<file path="config.mk">
export PLATFORM = sky130hd
export DESIGN_NAME = imm_enc
export DESIGN_NICKNAME = d
export VERILOG_FILES = /design/src/rtl/imm_enc.sv
export SDC_FILE = /design/constraint.sdc
export NUM_CORES = 1
export LEC_CHECK = 0
export BUFFER_PORTS_ARGS = -buffer_cell sky130_fd_sc_hd__buf_2
export CORE_MARGIN = 5
export CORE_UTILIZATION = 53
export CTS_CLUSTER_DIAMETER = 100
export DETAILED_ROUTE_END_ITERATION = 16
export PLACE_DENSITY = 0.81
export SETUP_SLACK_MARGIN = 0.02
export SYNTH_ARGS = -nofsm -noshare
export SYNTH_HDL_FRONTEND = slang
export SYNTH_SLANG_ARGS = --single-unit
</file>
<file path="constraint.sdc">
create_clock -name clk -period 2.2 [get_ports clk]
set_input_delay 0.11 -clock clk [delete_from_list [all_inputs] [get_ports clk]]
set_output_delay 0.11 -clock clk [all_outputs]
set_load 0.03 [all_outputs]
</file>
<file path="src/rtl/imm_enc.sv">
// imm_enc: RISC-V immediate encoder; packs a 32-bit immediate into an I/S/B/J/U
// instruction, range/alignment checks it, and expands load-immediate into LUI+ADDI.
//
// Ports:
//   clk, resetn                  clock, asynchronous active-low reset
//   in_valid/in_ready            request handshake
//   in_inst, in_imm, in_sel      base instruction, immediate, format select
//                                (0 I, 1 S, 2 B, 3 J, 4 U, 5 LI, 6/7 reserved)
//   out_valid/out_ready          output beat handshake
//   out_inst, out_err, out_last  encoded beat, error flag, final-beat flag
//   err_count                    saturating count of requests flagged in error
//
// Build option: IMM_ENC_RANGE_CHECK_EN enables the I/S/B/J/U range and alignment
// checks; without it only reserved selects are flagged.
module imm_enc (
    input  logic        clk,
    input  logic        resetn,
    input  logic        in_valid,
    output logic        in_ready,
    input  logic [31:0] in_inst,
    input  logic [31:0] in_imm,
    input  logic [2:0]  in_sel,
    output logic        out_valid,
    input  logic        out_ready,
    output logic [31:0] out_inst,
    output logic        out_err,
    output logic        out_last,
    output logic [7:0]  err_count
);
    typedef enum logic [1:0] {EMPTY, ONE, LI1} state_t;
    state_t      state;
    logic [31:0] addi_buf;
    logic [31:0] enc_inst;
    logic [31:0] addi_inst;
    logic [19:0] hi;
    logic [4:0]  rd;
    logic        fit12;
    logic        fit13;
    logic        fit21;
    logic        rng_err;
    logic        enc_err;
    logic        li2;
    logic        accept;

    // A value fits an N-bit signed field when all bits above N-1 equal the sign bit.
    assign fit12 = &in_imm[31:11] | ~|in_imm[31:11];
    assign fit13 = &in_imm[31:12] | ~|in_imm[31:12];
    assign fit21 = &in_imm[31:20] | ~|in_imm[31:20];
    assign rd    = in_inst[11:7];
    // Upper part rounded so the sign-extended ADDI low part lands on the target.
    assign hi    = in_imm[31:12] + {19'd0, in_imm[11]};
    assign li2   = (in_sel == 3'd5) && !fit12;

`ifdef IMM_ENC_RANGE_CHECK_EN
    assign rng_err = (in_sel == 3'd0 || in_sel == 3'd1) ? !fit12 :
                     (in_sel == 3'd2) ? (!fit13 || in_imm[0]) :
                     (in_sel == 3'd3) ? (!fit21 || in_imm[0]) :
                     (in_sel == 3'd4) ? |in_imm[11:0] : 1'b0;
`else
    assign rng_err = 1'b0;
`endif

    assign enc_err   = (in_sel[2] && in_sel[1]) || rng_err;
    assign addi_inst = {in_imm[11:0], rd, 3'b000, rd, 7'h13};
    assign enc_inst  =
        (in_sel == 3'd0) ? {in_imm[11:0], in_inst[19:0]} :
        (in_sel == 3'd1) ? {in_imm[11:5], in_inst[24:12], in_imm[4:0], in_inst[6:0]} :
        (in_sel == 3'd2) ? {in_imm[12], in_imm[10:5], in_inst[24:12], in_imm[4:1], in_imm[11], in_inst[6:0]} :
        (in_sel == 3'd3) ? {in_imm[20], in_imm[10:1], in_imm[11], in_imm[19:12], in_inst[11:0]} :
        (in_sel == 3'd4) ? {in_imm[31:12], in_inst[11:0]} :
        (in_sel == 3'd5) ? (fit12 ? {in_imm[11:0], 5'd0, 3'b000, rd, 7'h13} : {hi, rd, 7'h37}) :
        in_inst;

    assign out_valid = (state != EMPTY);
    assign in_ready  = resetn && ((state == EMPTY) || (state == ONE && out_ready));
    assign accept    = in_valid && in_ready;

    always_ff @(posedge clk or negedge resetn) begin
        if (!resetn) begin
            state     <= EMPTY;
            out_inst  <= '0;
            out_err   <= 1'b0;
            out_last  <= 1'b0;
            addi_buf  <= '0;
            err_count <= '0;
        end else begin
            if (accept) begin
                out_inst <= enc_inst;
                out_err  <= enc_err;
                out_last <= !li2;
                addi_buf <= addi_inst;
                state    <= li2 ? LI1 : ONE;
            end else if (out_ready && state == LI1) begin
                out_inst <= addi_buf;
                out_err  <= 1'b0;
                out_last <= 1'b1;
                state    <= ONE;
            end else if (out_ready && state == ONE) begin
                state <= EMPTY;
            end
            if (accept && enc_err && err_count != 8'hFF)
                err_count <= err_count + 8'd1;
        end
    end
endmodule

</file>
Word level (Yosys, flattened, before mapping)
Cells that the tools add are included.
Cells by class
  reductions and logical operators: 19
  add/subtract/negate cells: 2
  equality and inequality tests: 8
  bitwise operators: 1
  multiplexer cells: 17
Operator list (number)
  $mux W32: 9
  $reduce_and A21 Y1: 1
  $reduce_or A21 Y1: 1
  $add A20 B1 Y20: 1
  $add A8 B1 Y8 const B: 1
  $logic_and A1 B1 Y1: 8
  $mux W2: 4
  $ne A8 B8 Y1 const B: 1
  $eq A3 B2 Y1 const B: 2
  $eq A3 B3 Y1 const B: 2
  $mux W1: 4
  $reduce_bool A2 Y1: 2
  $eq A3 B1 Y1 const B: 1
  $logic_not A1 Y1: 3
  $logic_not A3 Y1: 1
  $reduce_bool A3 Y1: 1
  $eq A2 B1 Y1 const B: 1
  $eq A2 B2 Y1 const B: 1
  $logic_not A2 Y1: 1
  $logic_or A1 B1 Y1: 1
  $or A1 B1 Y1: 1
Storage, ports and cells
  output and inout bits: 44
  bits in registers: 69
  word-level logic and storage cells: 53
  bits of input ports: 71

Depth between registers and ports, before layout
Gate-level depths: netlist of run 1.
  depth in word-level cells: 11
  gate-level depth with buffers: 9
  depth with buffers taken out: 8

Worst setup path after synthesis of run 1
No wires, ideal clock.
  path type: reg2reg
  start: reg state[1]
  end: reg err_count[7]
  setup time: 0.080 ns
  data arrival time: 1.686 ns
  path buffers: 0
  period minus slack after synthesis: 1.766 ns
  required time: 2.120 ns
  setup slack: 0.434 ns
  stages on the path, launching flop included: 7
  cells stage by stage: dfrtp_1 > nand3b_1 > nor2_1 > o2111a_1 > nand4_1 > nor2_1 > xor2_1
On the way
  longest elaborated chain between the ends: 7
  elaborated cells between the ends (all ways): 8
  those cells by class: eq/ne: 1; reduce/logical: 7
Ends and longest elaborated chain
  start, declared: line 31  | state_t state;
  start signal, assigned: line 92  | state <= li2 ? LI1 : ONE;
  $eq A2 B1 Y1: line 75  | assign in_ready = resetn && ((state == EMPTY) || (state == ONE && out_ready));
  $logic_and A1 B1 Y1: line 75
  $logic_or A1 B1 Y1 *: line 75
  $logic_and A1 B1 Y1 *: line 75
  $logic_and A1 B1 Y1 *: line 76  | assign accept = in_valid && in_ready;
  $logic_and A1 B1 Y1 * (2 in a row): line 101  | if (accept && enc_err && err_count != 8'hFF)
  end signal, assigned: line 102  | err_count <= err_count + 8'd1;
  end, declared: line 28  | output logic [7:0] err_count
Every way passes the cells marked *; elsewhere a longest branch is shown, timed or not.
A chain may end at the register's enable or synchronous reset.

Worst setup path in the final report of run 1
  start: reg state[1]
  end: reg out_inst[8]
On the way
  longest elaborated chain between the ends: 6
  elaborated cells between the ends (all ways): 10
  those cells by class: eq/ne: 2; mux: 1; reduce/logical: 7
Ends and longest elaborated chain
  $eq A2 B1 Y1: line 75
  $logic_and A1 B1 Y1: line 75
  $logic_or A1 B1 Y1: line 75
  $logic_and A1 B1 Y1: line 75
  $logic_and A1 B1 Y1: line 76
  $mux W32 / $reduce_bool A2 Y1 (equally long branches)
  end signal, assigned: line 88  | out_inst <= enc_inst;
  end signal, assigned: line 94  | out_inst <= addi_buf;
  end, declared: line 25  | output logic [31:0] out_inst,
Several ways; a longest one is shown, not always the timed one.

==> results of run 1 <==
==> logic make-up (layout without fill, tap and decap cells) <==
group	Yosys count	after routing	synth area share, %
adders and majority gates	4	4	1.23
and+or+nand+nor	187	187	22.5
muxes	14	14	3.73
xor gates and xnor gates	22	22	4.74
DFF	62	62	38.2
AOI/OAI and AO/OA	152	152	25.4
buffers and inverters	40	167	4.19
==> cell usage after synthesis, types with 2 or more instances <==
cell type / n / share of area (%)
nand2_1: 81 / 7.5
dfrtp_1: 62 / 38
a21oi_1: 41 / 5.0
nor2_1: 39 / 3.6
o21ai_0: 29 / 3.6
clkbuf_1: 20 / 1.8
nand3_1: 14 / 1.7
xor2_1: 12 / 2.6
a211oi_1: 10 / 1.8
xnor2_1: 10 / 2.2
mux2_2: 9 / 2.5
o31ai_1: 9 / 1.7
a22oi_1: 8 / 1.5
a221oi_1: 7 / 1.5
buf_2: 7 / 0.86
a21o_1: 6 / 1.1
buf_1: 6 / 0.55
nand4_1: 6 / 0.92
nor4_1: 6 / 0.92
o211ai_1: 6 / 1.1
o221ai_1: 6 / 1.3
a22o_1: 5 / 1.1
and2_1: 5 / 0.77
inv_1: 5 / 0.46
mux2i_1: 5 / 1.2
nor3_1: 5 / 0.62
ha_1: 4 / 1.2
nand2b_1: 4 / 0.62
nor2b_1: 4 / 0.62
or2_2: 4 / 0.62
a211oi_2: 3 / 0.92
a31oi_1: 3 / 0.46
a32o_1: 3 / 0.74
a32oi_1: 3 / 0.65
and3_1: 3 / 0.46
or3_1: 3 / 0.46
a311oi_1: 2 / 0.43
nand3b_1: 2 / 0.37
o221a_2: 2 / 0.55
==> state kept, by name, indices dropped and copies added, names as in the netlist <==
signal / flops
out_inst: 32
addi_buf: 18
err_count: 8
state: 2
out_err: 1
out_last: 1
==> worst reg2reg max path, cell delays in order (launching register included) <==
cell	delay (ns)
dfrtp_1	0.44
nand3b_1	0.21
a21oi_1	0.12
a21oi_2	0.41
buf_4	0.29
buf_4	0.16
a211oi_1	0.06
a21o_1	0.17
==> power by group through the flow <==
stage                     clock, W  combinational, W  sequential [W]
after floorplan                  0          0.000617         0.00208
after global placement           0           0.00162         0.00163
after detailed placement         0           0.00166         0.00164
after CTS                  0.00124           0.00167         0.00163
after global routing       0.00130           0.00179         0.00167
final                      0.00124           0.00167         0.00163
==> layout make-up <==
cell class,instances,area [um^2]
Timing Repair Buffer,146,838
Tap cell,102,128
Inverter,5,18.8
Clock buffer,10,128
Clock inverter,6,110
Multi-Input combinational cell,379,2350
Sequential cell,62,1550
Fill cell,680,2480
==> routing by layer <==
layer  GRT usage (%)  routed length [um]  vias to the layer above
met2            46.3                6460                      229
met1            36.7                5440                     2070
met4            10.4                 332                        0
met3            5.81                1080                       37
li1                -                   -                     2017
met5               0                   0                        -
==> per-stage QoR <==
step / instance area [um^2] / setup slack (ns) / utilization [%]
global route: 5130 / 0.104 / 67.4
detailed placement: 4830 / 0.175 / 63.5
global placement: 4830 / 0.161 / 63.5
CTS: 5130 / 0.225 / 67.4
floorplan: 4060 / 0.434 / -
finish: 5130 / 0.226 / 67.4
==> final timing paths <==
check	from	end	slack [ns]	cells past startpoint
worst max-delay path	state[1]	out_inst[8]	0.23	7
worst min-delay path	in_imm[8]	addi_buf[28]	0.005	3
worst max register to register	state[1]	out_inst[8]	0.23	7
worst min register to register	addi_buf[30]	addi_buf[30]	0.47	2
max in group asynchronous	resetn	addi_buf[29]	1.38	3
min in group asynchronous	resetn	out_inst[19]	0.36	3
==> timing repair <==
| action | 4_1_cts | 5_1_grt |
|---|---|---|
| buffers inserted | 0 | 0 |
| endpoints found under the hold margin | 67 | 0 |
| hold buffers | 6 | 0 |
| endpoints found under the setup margin | 0 | 0 |
==> out/results.ini, run 1 <==
[detailed_routing]
routedWlPerCell_um=18.7
vias_per_cell=6.13
via_count=4353
drtIter0Drc=311
antenna_left=0
firstDrtPassIters=5
totalWireLength_um=13300
drcViolationCount=0

[final_layout]
final_nets=678
final_common_cell=buf_2
layout-drive-gt1-share_pct=30.1
final_cell_mix=buf_2 (114), nand2_1 (81), dfrtp_1 (62)
diodes=0
fin_cells=710
area_growth_syn_to_layout_pct=26.2

[clock_network]
ctsHtreeMaxLevel=3
worstSkewPairLatency_ns=0.34
cts_root_buffer=clkbuf_8
clk_path_buf_depth=2
cts_made_buffers=9
cts_tree=done
cts.reportedPaths.clkPinSlew_ns=0.07
cts_sinks=62
cts.repair.resized=0

[critical_path]
path_cells=nand3b_1, a21oi_1, a21oi_2, buf_4, buf_4, a211oi_1, a21o_1
slowest_delay_ns=0.44
crit_top_cell=buf_4
crit_path_start_kind=flip-flop
cp_slowest_cell=dfrtp_1
worst-endpoint-required_ns=2.43
crit_buf_inv=2
cp-end-kind=flip-flop
path_class=reg -> reg
cp_max_fo=11
arrival_ns=2.21
cp_top_family=compound AO/OA/AOI/OAI gates

[timing]
relSlewSlack_pct=54.0
drv_slew=0
finClkSkew_ns=0.00481
final-setup-viol-count=0
max_freq_mhz=506
whs_ns=0.00451
final.setup.tns_ns=0
final.period_utilization_pct=89.7
rsz0062_at_grt=false
layout_min_cycle_time_ns=1.97
finalHoldViolCount=0
tightest_slew_ns=0.688

[power_and_ir_drop]
clock_power_share_pct=27.3
total_power_w=0.00453
p_leak_nw=2.35
vdd_ir_drop_max_mv=0.391
p_comb_share_pct=36.8
p_sw_w=0.00177
pwr-share-seq_pct=36.0
swShare_pct=39.0
p_int_w=0.00276
cellPowerDensity_mw_per_mm2=884

[grt]
grt_pass1_vias=4337
antenna_found_initial=0
grt_start_max_net_pins=44
grt_pass1_wl_um=21800
overflow=0
track_usage_pct=28.2

[synthesis]
ys.flop_type=dfrtp_1
synth-async-reset-ratio_pct=100
netlist_instances=481
synth_cell_types=61
syn_nets=556
ys_ff_latch=62
syn_area_per_cell_um2=8.45
synth_edf_count=0
netlist_area_mm2=0.00406
ys_seq_area_share_pct=38.2
yosysWarnings=0

[floorplanning]
rows=32
ios=115
core_mm2=0.00761
die-area_mm2=0.00952
die_x_um=97.6
start_util_pct=53.4
dieHeight_um=97.6

[placed_design]
gp_congestion=0.940
port_buffers=114
dp_hpwl_um=10200
placed_cells=688

[job]
maxCapViolations=0

[min_path]
hold_class=in -> reg

[run_status]
status=finished, final reports clean

(Power assumes the default switching activity.)
==> run 2, diff against run 1 <==
--- a/config.mk
+++ b/config.mk
@@ -9,6 +9,5 @@
 export CORE_MARGIN = 5
-export CORE_UTILIZATION = 53
+export CORE_UTILIZATION = 36
 export CTS_CLUSTER_DIAMETER = 100
 export DETAILED_ROUTE_END_ITERATION = 16
-export PLACE_DENSITY = 0.81
 export SETUP_SLACK_MARGIN = 0.02
--- a/constraint.sdc
+++ b/constraint.sdc
@@ -3,2 +3,2 @@
 set_output_delay 0.11 -clock clk [all_outputs]
-set_load 0.03 [all_outputs]
+set_load 0.005 [all_outputs]
==> out/results.ini, run 2 (synthesis results as in run 1) <==
[detailed_routing]
totalWireLength_um=13900  ; +4.3%
routedWlPerCell_um=18.7  ; -0.33%
vias_per_cell=5.67  ; -7.4%
firstDrtPassIters=5  ; unchanged
drtIter0Drc=316  ; +1.6%
via_count=4216  ; -3.1%
antenna_left=0  ; unchanged
drcViolationCount=0  ; unchanged

[timing]
final-setup-viol-count=0  ; unchanged
drv_slew=0  ; unchanged
tightest_slew_ns=0.754  ; +0.0668 ns
layout_min_cycle_time_ns=1.88  ; -0.0924 ns
finalHoldViolCount=46  ; +46
final.setup.tns_ns=0  ; unchanged
finClkSkew_ns=0.00517  ; +0.000356 ns
final.period_utilization_pct=85.5  ; -4.2 points
rsz0062_at_grt=false
max_freq_mhz=531  ; +4.9%
whs_ns=-0.0340  ; -0.0385 ns
relSlewSlack_pct=49.7  ; -4.3 points

[power_and_ir_drop]
total_power_w=0.00430  ; -5.1%
p_leak_nw=2.37  ; +0.98%
cellPowerDensity_mw_per_mm2=825  ; -6.7%
vdd_ir_drop_max_mv=0.416  ; +6.4%

[floorplanning]
rows=38  ; +19%
start_util_pct=37.2  ; -16 points
die-area_mm2=0.0135  ; +42%
die_x_um=116  ; +19%
ios=115  ; unchanged
dieHeight_um=116  ; +19%
core_mm2=0.0109  ; +44%

[clock_network]
clk_path_buf_depth=2  ; unchanged
cts.reportedPaths.clkPinSlew_ns=0.06  ; about the same
worstSkewPairLatency_ns=0.32  ; -0.02 ns
cts_made_buffers=9  ; unchanged
ctsHtreeMaxLevel=3  ; unchanged
cts_sinks=62  ; unchanged
post_cts_buffers=0  ; unchanged
cts_tree=done
cts_root_buffer=clkbuf_16

[grt]
grt_start_max_net_pins=55  ; +25%
grt_pass1_wl_um=22100  ; +1.3%
track_usage_pct=20.9  ; -7.3 points
grt_pass1_vias=4243  ; -2.2%
antenna_found_initial=0  ; unchanged
overflow=0  ; unchanged

[run_status]
status=finished, violations left
violations=negative hold slack

[critical_path]
crit_top_cell=a21oi_1
worstReg2RegEnd=out_inst[15]
r2r_cells=7  ; unchanged
crit_path_start_kind=flip-flop
r2r_start=state[1]
cp_max_fo=9  ; -2
path_class=reg -> reg
worst-endpoint-required_ns=2.40  ; -0.03 ns
r2r_setup_slack_ns=0.32  ; +0.09 ns
slowest_delay_ns=0.42  ; -0.02 ns
arrival_ns=2.08  ; -0.13 ns
path_cells=nand3b_1, a21oi_1, a21oi_4, buf_4, or3_1, o21ai_0, a21oi_1
cp_slowest_cell=dfrtp_1
cp-end-kind=flip-flop

[final_layout]
largest_reg_flops=32  ; unchanged
final_cell_mix=buf_2 (114), nand2_1 (81), dfrtp_1 (62)
final_nets=674  ; -0.59%
diodes=0  ; unchanged
regMostFlops=out_inst
top_regs=out_inst (32), addi_buf (18), err_count (8)
area_growth_syn_to_layout_pct=28.3
nFillCells=1099  ; +62%
final_common_cell=buf_2
layout-drive-gt1-share_pct=30.3  ; +0.25 points

[placed_design]
dp_hpwl_um=10300  ; +1.2%
port_buffers=114  ; unchanged
gp_congestion=0.906  ; -3.5%

[min_path]
hold_class=in -> async

[job]
maxCapViolations=0  ; unchanged

## run 2: through the flow
stage	std cells	area (um^2)	utilization [%]	setup slack (ns)	hold WS [ns]
after floorplan	481	4060	-	0.445	-0.186
after global placement	726	4880	44.6	0.215	-0.00412
after detailed placement	726	4880	44.6	0.187	-0.0000594
after CTS	743	5210	47.6	0.266	0.000349
after global routing	743	5210	47.7	0.173	0.0296
final	743	5210	47.7	0.318	-0.0340
## run 2: area by class of cell
type | count | area [um^2] | area share (%)
clock inverters | 3 | 42.5 | 0.816
flip-flops and latches | 62 | 1550 | 29.8
repair buffers | 142 | 798 | 15.3
clock buffers | 12 | 267 | 5.11
well taps | 140 | 175 | 3.36
inverters | 5 | 18.8 | 0.360
multi-input cells | 379 | 2360 | 45.3
## run 2: worst max-delay path, delay by kind of cell, from the launching register on
family | cells | cell delay (ns)
compound gates | 4 | 0.59
buf+inv | 1 | 0.20
simple gates | 2 | 0.56
flops | 1 | 0.42
## run 2: how the worst max path moves through the flow
stage | from | to | slack [ns]
after floorplan | state[1] | out_inst[30] | 0.45
after global placement | in_imm[11] | out_inst[20] | 0.21
after detailed placement | in_imm[11] | out_inst[19] | 0.19
after CTS | state[1] | out_inst[20] | 0.27
after global routing | state[1] | out_inst[15] | 0.17
final | state[1] | out_inst[15] | 0.32
## run 2: report_power, final
part | leakage [nW] | internal [W] | total (W) | switching [W]
clock | 0.151 | 0.000962 | 0.00148 | 0.000518
sequential | 0.756 | 0.00144 | 0.00163 | 0.000188
combinational | 1.47 | 0.000556 | 0.00119 | 0.000633
## run 2: timing repair
item,CTS,global route
endpoints found under the hold margin,10,0
hold buffers,2,0
resized for setup,0,1
endpoints found under the setup margin,0,1
## run 2: layer usage
layer  vias up  wire length [um]  global-route usage (%)
met2       177              6260                    32.2
met4         0               239                    5.34
met5         -                 0                       0
li1       2005                 -                       -
met3        19              1060                    3.99
met1      2015              6320                    30.2
